File: src/rtl/cache_arbiter_pkg.sv
// Shared types and constants for the I/D-cache to pmem line-port arbiter.
// Latency: n/a (types only).
// Backpressure: n/a (types only).
package cache_arbiter_pkg;

  typedef logic [127:0] lc3b_c_line;
  typedef logic [15:0]  lc3b_word;

  typedef enum logic [1:0] {
    ARB_IDLE    = 2'd0,
    ARB_SERVE_I = 2'd1,
    ARB_SERVE_D = 2'd2
  } arb_state_t;

  typedef enum logic {
    ARB_CLIENT_I = 1'b0,
    ARB_CLIENT_D = 1'b1
  } arb_client_t;

  // Arbitration mode selector values for ARB_MODE.
  localparam int ARB_RR   = 0;
  localparam int ARB_DPRI = 1;

endpackage

File: src/rtl/cache_arbiter_if.sv
// Bundle of the I-cache, D-cache and pmem line-port signals around the arbiter.
// Latency: n/a (wiring only).
// Backpressure: requests held until the matching resp; pmem_resp is a one-cycle pulse.
// Modports: slave = arbiter side, master = client caches and pmem side.
interface cache_arbiter_if #(
  parameter int LINE_WIDTH = 128,
  parameter int ADDR_WIDTH = 16
);

  logic                  i_pmem_read;
  logic [ADDR_WIDTH-1:0] i_pmem_address;
  logic [LINE_WIDTH-1:0] i_pmem_rdata;
  logic                  i_pmem_resp;

  logic                  d_pmem_read;
  logic                  d_pmem_write;
  logic [ADDR_WIDTH-1:0] d_pmem_address;
  logic [LINE_WIDTH-1:0] d_pmem_wdata;
  logic [LINE_WIDTH-1:0] d_pmem_rdata;
  logic                  d_pmem_resp;

  logic                  pmem_read;
  logic                  pmem_write;
  logic [ADDR_WIDTH-1:0] pmem_address;
  logic [LINE_WIDTH-1:0] pmem_wdata;
  logic [LINE_WIDTH-1:0] pmem_rdata;
  logic                  pmem_resp;

  modport slave (
    input  i_pmem_read, i_pmem_address,
    output i_pmem_rdata, i_pmem_resp,
    input  d_pmem_read, d_pmem_write, d_pmem_address, d_pmem_wdata,
    output d_pmem_rdata, d_pmem_resp,
    output pmem_read, pmem_write, pmem_address, pmem_wdata,
    input  pmem_rdata, pmem_resp
  );

  modport master (
    output i_pmem_read, i_pmem_address,
    input  i_pmem_rdata, i_pmem_resp,
    output d_pmem_read, d_pmem_write, d_pmem_address, d_pmem_wdata,
    input  d_pmem_rdata, d_pmem_resp,
    input  pmem_read, pmem_write, pmem_address, pmem_wdata,
    output pmem_rdata, pmem_resp
  );

endinterface

File: src/rtl/cache_arbiter_arb_grant.sv
// Combinational winner select between the I-cache and D-cache requesters.
// Latency: 0 cycles (pure combinational).
// Backpressure: none; the caller only acts on winner while gnt_vld is high.
// Ports: req_i/req_d requests, last_grant previous winner, gnt_vld any request, winner chosen client.
module cache_arbiter_arb_grant
  import cache_arbiter_pkg::*;
#(
  parameter int ARB_MODE = ARB_RR
) (
  input  logic        req_i,
  input  logic        req_d,
  input  arb_client_t last_grant,
  output logic        gnt_vld,
  output arb_client_t winner
);

  always_comb begin
    gnt_vld = req_i | req_d;
    winner  = ARB_CLIENT_I;
    if (req_i && req_d) begin
      if (ARB_MODE == ARB_DPRI) begin
        winner = ARB_CLIENT_D;
      end else begin
        // Round-robin: whoever did not win last time goes next.
        winner = (last_grant == ARB_CLIENT_I) ? ARB_CLIENT_D : ARB_CLIENT_I;
      end
    end else if (req_d) begin
      winner = ARB_CLIENT_D;
    end
  end

endmodule

File: src/rtl/cache_arbiter.sv
// Shares one pmem line port between the I-cache and D-cache, one transaction at a time.
// Latency: strobe 1 cycle after request sampled in idle; client resp same cycle as pmem_resp.
// Backpressure: the loser keeps its request high; at least one idle cycle between transactions.
// Ports: clk, reset (async, active-low), bus (slave modport: client requests/responses + pmem port).
module cache_arbiter
  import cache_arbiter_pkg::*;
#(
  parameter int LINE_WIDTH = 128,
  parameter int ADDR_WIDTH = 16,
  parameter int ARB_MODE   = ARB_RR
) (
  input  logic          clk,
  input  logic          reset,
  cache_arbiter_if.slave bus
);

  localparam logic [1:0] ST_IDLE    = ARB_IDLE;
  localparam logic [1:0] ST_SERVE_I = ARB_SERVE_I;
  localparam logic [1:0] ST_SERVE_D = ARB_SERVE_D;

  logic [1:0]            state;
  arb_client_t           last_grant;
  logic [ADDR_WIDTH-1:0] lat_addr;
  logic [LINE_WIDTH-1:0] lat_wdata;
  logic                  lat_write;
  logic [LINE_WIDTH-1:0] i_rdata_q;
  logic [LINE_WIDTH-1:0] d_rdata_q;

  logic        req_i;
  logic        req_d;
  logic        gnt_vld;
  arb_client_t winner;
  logic        i_done;
  logic        d_done;

  assign req_i = bus.i_pmem_read;
  assign req_d = bus.d_pmem_read | bus.d_pmem_write;

  cache_arbiter_arb_grant #(
    .ARB_MODE (ARB_MODE)
  ) u_arb_grant (
    .req_i      (req_i),
    .req_d      (req_d),
    .last_grant (last_grant),
    .gnt_vld    (gnt_vld),
    .winner     (winner)
  );

  always_ff @(posedge clk or negedge reset) begin
    if (!reset) begin
      state      <= ST_IDLE;
      last_grant <= ARB_CLIENT_I;
      lat_addr   <= '0;
      lat_wdata  <= '0;
      lat_write  <= 1'b0;
      i_rdata_q  <= '0;
      d_rdata_q  <= '0;
    end else begin
      case (state)
        ST_IDLE: begin
          // pmem_resp seen here is spurious and deliberately ignored.
          if (gnt_vld) begin
            last_grant <= winner;
            if (winner == ARB_CLIENT_D) begin
              state     <= ST_SERVE_D;
              lat_addr  <= bus.d_pmem_address;
              lat_wdata <= bus.d_pmem_wdata;
              // Read+write together is illegal; the writeback wins.
              lat_write <= bus.d_pmem_write;
            end else begin
              state     <= ST_SERVE_I;
              lat_addr  <= bus.i_pmem_address;
              lat_wdata <= '0;
              lat_write <= 1'b0;
            end
          end
        end
        ST_SERVE_I: begin
          if (bus.pmem_resp) begin
            state     <= ST_IDLE;
            i_rdata_q <= bus.pmem_rdata;
          end
        end
        ST_SERVE_D: begin
          if (bus.pmem_resp) begin
            state     <= ST_IDLE;
            d_rdata_q <= bus.pmem_rdata;
          end
        end
        default: state <= ST_IDLE;
      endcase
    end
  end

  // Strobes come only from state and latched op, so client-side changes after
  // grant never reach pmem, and async reset drops them immediately.
  assign bus.pmem_read    = (state != ST_IDLE) && !lat_write;
  assign bus.pmem_write   = (state != ST_IDLE) && lat_write;
  assign bus.pmem_address = lat_addr;
  assign bus.pmem_wdata   = lat_wdata;

  assign i_done = (state == ST_SERVE_I) && bus.pmem_resp;
  assign d_done = (state == ST_SERVE_D) && bus.pmem_resp;

  // rdata passes through on the completion cycle and otherwise holds the last line.
  assign bus.i_pmem_resp  = i_done;
  assign bus.d_pmem_resp  = d_done;
  assign bus.i_pmem_rdata = i_done ? bus.pmem_rdata : i_rdata_q;
  assign bus.d_pmem_rdata = d_done ? bus.pmem_rdata : d_rdata_q;

  d_read_write_exclusive: assert property (
    @(posedge clk) disable iff (!reset) !(bus.d_pmem_read && bus.d_pmem_write)
  );

endmodule

File: src/flat_wrapper.sv
// flat-port wrapper written by rule: the top's interface ports become plain ports
module cache_arbiter_flat import cache_arbiter_pkg::*;
#(
  parameter int LINE_WIDTH = 128,
  parameter int ADDR_WIDTH = 16,
  parameter int ARB_MODE   = ARB_RR
)
  (clk, reset, bus_i_pmem_read, bus_i_pmem_address, bus_i_pmem_rdata, bus_i_pmem_resp, bus_d_pmem_read, bus_d_pmem_write, bus_d_pmem_address, bus_d_pmem_wdata, bus_d_pmem_rdata, bus_d_pmem_resp, bus_pmem_read, bus_pmem_write, bus_pmem_address, bus_pmem_wdata, bus_pmem_rdata, bus_pmem_resp);
  cache_arbiter_if #(.LINE_WIDTH(LINE_WIDTH), .ADDR_WIDTH(ADDR_WIDTH)) bus_i ();
  input  logic clk;
  input  logic reset;
  input wire logic [$bits(bus_i.i_pmem_read)-1:0] bus_i_pmem_read;
  input wire logic [$bits(bus_i.i_pmem_address)-1:0] bus_i_pmem_address;
  output wire logic [$bits(bus_i.i_pmem_rdata)-1:0] bus_i_pmem_rdata;
  output wire logic [$bits(bus_i.i_pmem_resp)-1:0] bus_i_pmem_resp;
  input wire logic [$bits(bus_i.d_pmem_read)-1:0] bus_d_pmem_read;
  input wire logic [$bits(bus_i.d_pmem_write)-1:0] bus_d_pmem_write;
  input wire logic [$bits(bus_i.d_pmem_address)-1:0] bus_d_pmem_address;
  input wire logic [$bits(bus_i.d_pmem_wdata)-1:0] bus_d_pmem_wdata;
  output wire logic [$bits(bus_i.d_pmem_rdata)-1:0] bus_d_pmem_rdata;
  output wire logic [$bits(bus_i.d_pmem_resp)-1:0] bus_d_pmem_resp;
  output wire logic [$bits(bus_i.pmem_read)-1:0] bus_pmem_read;
  output wire logic [$bits(bus_i.pmem_write)-1:0] bus_pmem_write;
  output wire logic [$bits(bus_i.pmem_address)-1:0] bus_pmem_address;
  output wire logic [$bits(bus_i.pmem_wdata)-1:0] bus_pmem_wdata;
  input wire logic [$bits(bus_i.pmem_rdata)-1:0] bus_pmem_rdata;
  input wire logic [$bits(bus_i.pmem_resp)-1:0] bus_pmem_resp;
  assign bus_i.i_pmem_read = bus_i_pmem_read;
  assign bus_i.i_pmem_address = bus_i_pmem_address;
  assign bus_i_pmem_rdata = bus_i.i_pmem_rdata;
  assign bus_i_pmem_resp = bus_i.i_pmem_resp;
  assign bus_i.d_pmem_read = bus_d_pmem_read;
  assign bus_i.d_pmem_write = bus_d_pmem_write;
  assign bus_i.d_pmem_address = bus_d_pmem_address;
  assign bus_i.d_pmem_wdata = bus_d_pmem_wdata;
  assign bus_d_pmem_rdata = bus_i.d_pmem_rdata;
  assign bus_d_pmem_resp = bus_i.d_pmem_resp;
  assign bus_pmem_read = bus_i.pmem_read;
  assign bus_pmem_write = bus_i.pmem_write;
  assign bus_pmem_address = bus_i.pmem_address;
  assign bus_pmem_wdata = bus_i.pmem_wdata;
  assign bus_i.pmem_rdata = bus_pmem_rdata;
  assign bus_i.pmem_resp = bus_pmem_resp;
  cache_arbiter #(.LINE_WIDTH(LINE_WIDTH), .ADDR_WIDTH(ADDR_WIDTH), .ARB_MODE(ARB_MODE)) u_core (.clk(clk), .reset(reset), .bus(bus_i));
endmodule
File: config.mk
export PLATFORM = sky130hd
export DESIGN_NAME = cache_arbiter_flat
export DESIGN_NICKNAME = d
export VERILOG_FILES = /design/src/rtl/cache_arbiter_pkg.sv /design/src/rtl/cache_arbiter_if.sv /design/src/rtl/cache_arbiter_arb_grant.sv /design/src/rtl/cache_arbiter.sv /design/src/flat_wrapper.sv
export SDC_FILE = /design/constraint.sdc
export NUM_CORES = 1
export LEC_CHECK = 0
export BUFFER_PORTS_ARGS = -buffer_cell sky130_fd_sc_hd__buf_2
export CAP_MARGIN = 20
export CORE_AREA = 2 2 275 277
export DETAILED_ROUTE_END_ITERATION = 10
export DIE_AREA = 0 0 277 279
export HOLD_SLACK_MARGIN = 0.02
export PLACE_DENSITY = 0.49
export SYNTH_ARGS = -nofsm -noshare
export SYNTH_HDL_FRONTEND = slang
export SYNTH_SLANG_ARGS = --single-unit
export TNS_END_PERCENT = 10
File: constraint.sdc
create_clock -name clk -period 1.9 [get_ports clk]
set_clock_uncertainty 0.2 [all_clocks]
set_input_delay 0.38 -clock clk [delete_from_list [all_inputs] [get_ports clk]]
set_output_delay 0.38 -clock clk [all_outputs]
set_load 0.005 [all_outputs]
After elaboration in Yosys (flattened, before gate mapping)
Cells that the tools add are included.
W data, S select, Z words.
{"block": "op_classes", "eq_ne": 4, "n_mux": 12, "bitwise": 2, "n_reduce_logical": 13}
{"operator": "$mux W128", "n": 3}
{"operator": "$mux W16", "n": 1}
{"operator": "$reduce_and A2 Y1", "n": 4}
{"operator": "$mux W2", "n": 3}
{"operator": "$logic_and A1 B1 Y1", "n": 5}
{"operator": "$mux W1", "n": 4}
{"operator": "$ne A2 B1 Y1 const B", "n": 2}
{"operator": "$pmux W2 S2", "n": 1}
{"operator": "$eq A2 B1 Y1 const B", "n": 1}
{"operator": "$eq A2 B2 Y1 const B", "n": 1}
{"operator": "$logic_not A2 Y1", "n": 1}
{"operator": "$or A1 B1 Y1", "n": 2}
{"operator": "$reduce_bool A2 Y1", "n": 1}
{"operator": "$reduce_or A2 Y1", "n": 1}
{"operator": "$logic_not A1 Y1", "n": 1}
{"block": "totals", "reg_bits": 404, "out_inout_bits": 404, "wordCells": 38}

Logic depth before layout (Yosys ltp)
{"block": "logic_depth", "word_depth": 6, "depth_mapped": 8, "mapped_depth_nobuf": 5}

By module
From an unflattened synthesis, not the netlist that was laid out.
{"block": "unflattened", "hier_cells": 1338, "hier_area_um2": 17174.0}
{"mod": "cache_arbiter", "n_inst": 1, "cells_each": 1336, "area_per_inst_um2": 17160.2}
{"mod": "cache_arbiter_arb_grant", "n_inst": 1, "cells_each": 2, "area_per_inst_um2": 13.8}

Least setup slack after synthesis
No wires, ideal clock.
{"block": "synth_timing", "kind": "flip-flop to output port", "start": "register u_core.state[0]", "end": "output port bus_d_pmem_rdata[100]", "t_arrival_ns": 1.433, "required_time_ns": 1.320, "setup_slack_ns": -0.113, "path_stages_with_launch": 7, "cell_sequence": "dfrtp_1 -> inv_1 -> ha_1 -> nand2_1 -> buf_2 -> buf_2 -> mux2_1"}
{"block": "synth_via", "elab_chain_len": 3}
{"element": "start, declared", "line_no": "cache_arbiter.sv:21", "text": "logic [1:0] state;"}
{"element": "start signal, assigned", "line_no": "cache_arbiter.sv:51", "text": "state <= ST_IDLE;"}
{"element": "start signal, assigned", "line_no": "cache_arbiter.sv:65", "text": "state <= ST_SERVE_D;"}
{"element": "start signal, assigned", "line_no": "cache_arbiter.sv:71", "text": "state <= ST_SERVE_I;"}
{"element": "$eq A2 B2 Y1", "line_no": "cache_arbiter.sv:103", "text": "assign d_done = (state == ST_SERVE_D) && bus.pmem_resp;"}
{"element": "$logic_and A1 B1 Y1", "line_no": "cache_arbiter.sv:103"}
{"element": "$mux W128", "line_no": "cache_arbiter.sv:109", "text": "assign bus.d_pmem_rdata = d_done ? bus.pmem_rdata : d_rdata_q;"}
{"element": "end, declared", "line_no": "flat_wrapper.sv:20", "text": "output wire logic [$bits(bus_i.d_pmem_rdata)-1:0] bus_d_pmem_rdata;"}
No other way between the ends.

Worst setup path after layout
{"block": "layout_timing", "start": "register u_core.state[1]", "end": "output port bus_d_pmem_rdata[38]"}
The elaborated chain is that of the path after synthesis.

==> flow_summary_export.csv <==
group,metric,value,unit
outcome,status,"finished, violations left",
outcome,violations,"negative setup slack",
cts,htreeDepth,2,
setup_path,worst-path-buf-inv,3,
power,p_sw_share,32.5,%
grt,antenna_found_initial,7,
logic_synthesis,synth_fp_nets,1364,
routing,antenna_left,0,
grt,grt_max_degree,94,
logic_synthesis,synth_seq_cells,404,
logic_synthesis,syn_area,0.0165,sq mm
logic_synthesis,yosys_warnings,0,
die,dieArea,0.0773,sq mm
setup_path,r2r-end,"u_core.d_rdata_q[103]",
place,dpl_cell_area,0.0219,sq mm
power,pwr-share-comb,44.4,%
power,power.share.sequential,34.2,%
setup_path,end_kind,"output port",
power,p_int,28.9,mW
finish,post-route-cell-area,0.0272,sq mm
routing,first_pass_iters,4,
finish,final_cell_mix,"buf_2 (677), dfrtp_1 (404), dlygate4sd3_1 (291), mux2_1 (235), a22o_1 (128)",
finish,drive_gt1_share,48.1,%
cts,clockBufferDepth,3,
sta,clock.fmax,356,MHz
power,ir_drop,720,uV
logic_synthesis,avgSynthCellArea,15.5,sq um
power,leakage,13.6,nW
setup_path,crit_path_cell_trace,"buf_4, ha_4, nand2_8, clkbuf_16, mux2_4, buf_2",
sta,tightest_slew,0.499,ns
cts,numCtsBuffers,47,
die,fp.coreArea,0.0741,sq mm
sta,slew_headroom,66.8,%
setup_path,critPathArrivalTime,2.23,ns
sta,rsz0062_at_grt,"true",
setup_path,critPathLaunchType,"flip-flop",
finish,final_nets,2445,
logic_synthesis,synth_top_cell_by_area,"dfrtp_1",
routing,drcViolationCount,0,
sta,finalCritPeriodShare,148,%
setup_path,r2r-start,"u_core.state[1]",
routing,num_vias,13300,
die,fp.dieH,279,um
grt,groute.usage.overall,14.4,%
die,start_util,22.3,%
logic_synthesis,synth-seq-area-share,61.1,%
logic_synthesis,synth_top_area_share,61.1,%
logic_synthesis,synth_cells,1067,
die,chipWidth,277,um
routing,via_per_inst,4.23,
cts,clockRootBuffer,"clkbuf_16",
worst_hold_path,hp-class,"input port to asynchronous set/reset pin",
flow_run,drv_cap,0,
finish,fin_util,36.7,%
sta,fin_crit,2.81,ns
grt,grt_pass1_wl,87700,um
place,io_buffers,697,
setup_path,crit_fanout,14,
routing,routed_wl,58200,um
logic_synthesis,synth-edff-count,0,
setup_path,r2r_cells,6,
power,clockPowerShare,21.4,%
place,post-dp-hpwl,40000,um
logic_synthesis,synth.area.top_cells,"dfrtp_1 (61%), mux2_1 (23%), a22o_1 (6.8%)",
power,p_per_area,1570,mW/mm^2
finish,mostFrequentLayoutCell,"buf_2",
routing,drtIter0Drc,466,
logic_synthesis,synthDistinctLibCells,21,
logic_synthesis,ys.flop_type,"dfrtp_1",
sta,slew_violations,0,
grt,grt_pass1_vias,14900,
die,io_pins,698,
setup_path,slowest_stage,"dfrtp_1",
setup_path,critPathKind,"flip-flop to output port",
logic_synthesis,async_reset_ff_share,100,%
cts,clk_latency,0.57,ns
die,std_cell_rows,100,
setup_path,required,1.32,ns
place,gp_congestion,0.833,
routing,wire_per_inst,18.4,um
sta,hold_viol,0,
power,p_sw,13.9,mW
grt,gr-total-overflow,0,
setup_path,max_stage_delay,0.38,ns
cts,clkTransAtPathRegs,0.06,ns
finish,syn_to_final_growth,64.2,%
sta,layout_setup_ws,-0.913,ns
setup_path,path_delay_family,"buffers and inverters",
setup_path,rrSetupSlack,-0.08,ns
cts,cts.sinks,404,
cts,cts_tree,"built",
sta,finalSetupViolCount,269,
worst reg2reg max path, delay by kind of cell, from the launching register on:
kind,cells,cell delay [ns]
buf+inv,3,0.60
flops,1,0.38
mux,1,0.32
simple gates,1,0.19
fa+ha+maj,1,0.18
layout make-up:
class,count,area (sq um)
tap,969,1210
sequential,404,10100
fill,7219,46900
antenna,3,7.51
clock inverter,14,164
multi-input combinational,583,6410
clock buffer,71,1400
inverter,5,18.8
timing repair buffer,1107,7840
synthesized netlist by cell type, drive strengths merged (3+ instances only):
master and count:
dfrtp 404, mux2 384, a22o 128, buf 76, nand2 21, mux2i 16
o21ai 16, inv 5, a21o 4, ha 3
stage by stage:
| step | setup TNS [ns] | hold WS, ns | cells | setup WS, ns | total power, mW |
|---|---|---|---|---|---|
| after detailed placement | -87.55 | 0.175 | 2768 | -0.468 | 31.5 |
| after floorplan | -5.03 | -0.116 | 1067 | -0.0352 | 23.3 |
| after global placement | -81.29 | 0.174 | 2768 | -0.430 | 31.2 |
| final | -219.06 | 0.163 | 3156 | -0.913 | 42.8 |
| after CTS | -239.99 | 0.120 | 3152 | -0.980 | 41.9 |
| after global routing | -247.23 | 0.155 | 3156 | -1.03 | 45.5 |
metal layers:
| metal | vias to the layer above | share of wire, % | track usage (%) |
|---|---|---|---|
| met4 | 6 | 4.1 | 6.20 |
| met1 | 6591 | 39 | 16.1 |
| met3 | 139 | 6.9 | 4.13 |
| met2 | 516 | 50 | 25.6 |
| li1 | 6087 | - | - |
| met5 | - | 0.070 | 0 |
power groups by stage:
stage / clock [mW] / combinational (mW) / sequential, mW
floorplan: 0 / 8.96 / 14.3
global placement: 0 / 16.7 / 14.5
detailed placement: 0 / 16.9 / 14.6
CTS: 9.46 / 17.9 / 14.5
global route: 9.84 / 20.5 / 15.1
finish: 9.13 / 19.0 / 14.6
cell families (layout without fill, tap and decap cells):
group	after synthesis	in the layout	synth area share (%)
buf+inv	81	1197	3.23
simple gates	29	30	0.779
mux	400	400	27.1
other cells	0	3	0
compound gates	150	150	7.54
flops	404	404	61.1
fa+ha+maj	3	3	0.227
timing repair:
| item | CTS | global route |
|---|---|---|
| setup buffers | 5 | 0 |
| hold buffers | 291 | 0 |
| pin swaps | 1 | 0 |
| cloned | 3 | 1 |
| endpoints found under the hold margin | 782 | 0 |
| setup endpoints to repair | 375 | 417 |
| resized for setup | 35 | 144 |
worst max-delay path by stage:
| stage | start | to | slack, ns | cells past startpoint |
|---|---|---|---|---|
| 2_1_floorplan | u_core.state[1] | bus_i_pmem_rdata[10] | -0.04 | 6 |
| 3_3_place_gp | u_core.state[0] | bus_d_pmem_rdata[59] | -0.43 | 6 |
| 3_5_place_dp | u_core.state[0] | bus_d_pmem_rdata[62] | -0.47 | 6 |
| 4_1_cts | u_core.state[1] | bus_d_pmem_rdata[93] | -0.98 | 6 |
| 5_1_grt | u_core.state[1] | bus_i_pmem_rdata[79] | -1.03 | 8 |
| 6_report | u_core.state[1] | bus_d_pmem_rdata[38] | -0.91 | 6 |
state kept, by name, indices dropped and copies added (netlist names):
register and count:
u_core.bus.pmem_address 16, u_core.last_grant 1, u_core.lat_write 1, u_core.d_rdata_q 128, u_core.i_rdata_q 128, u_core.bus.pmem_wdata 128, u_core.state 2
Power figures use the tool's default switching activity.
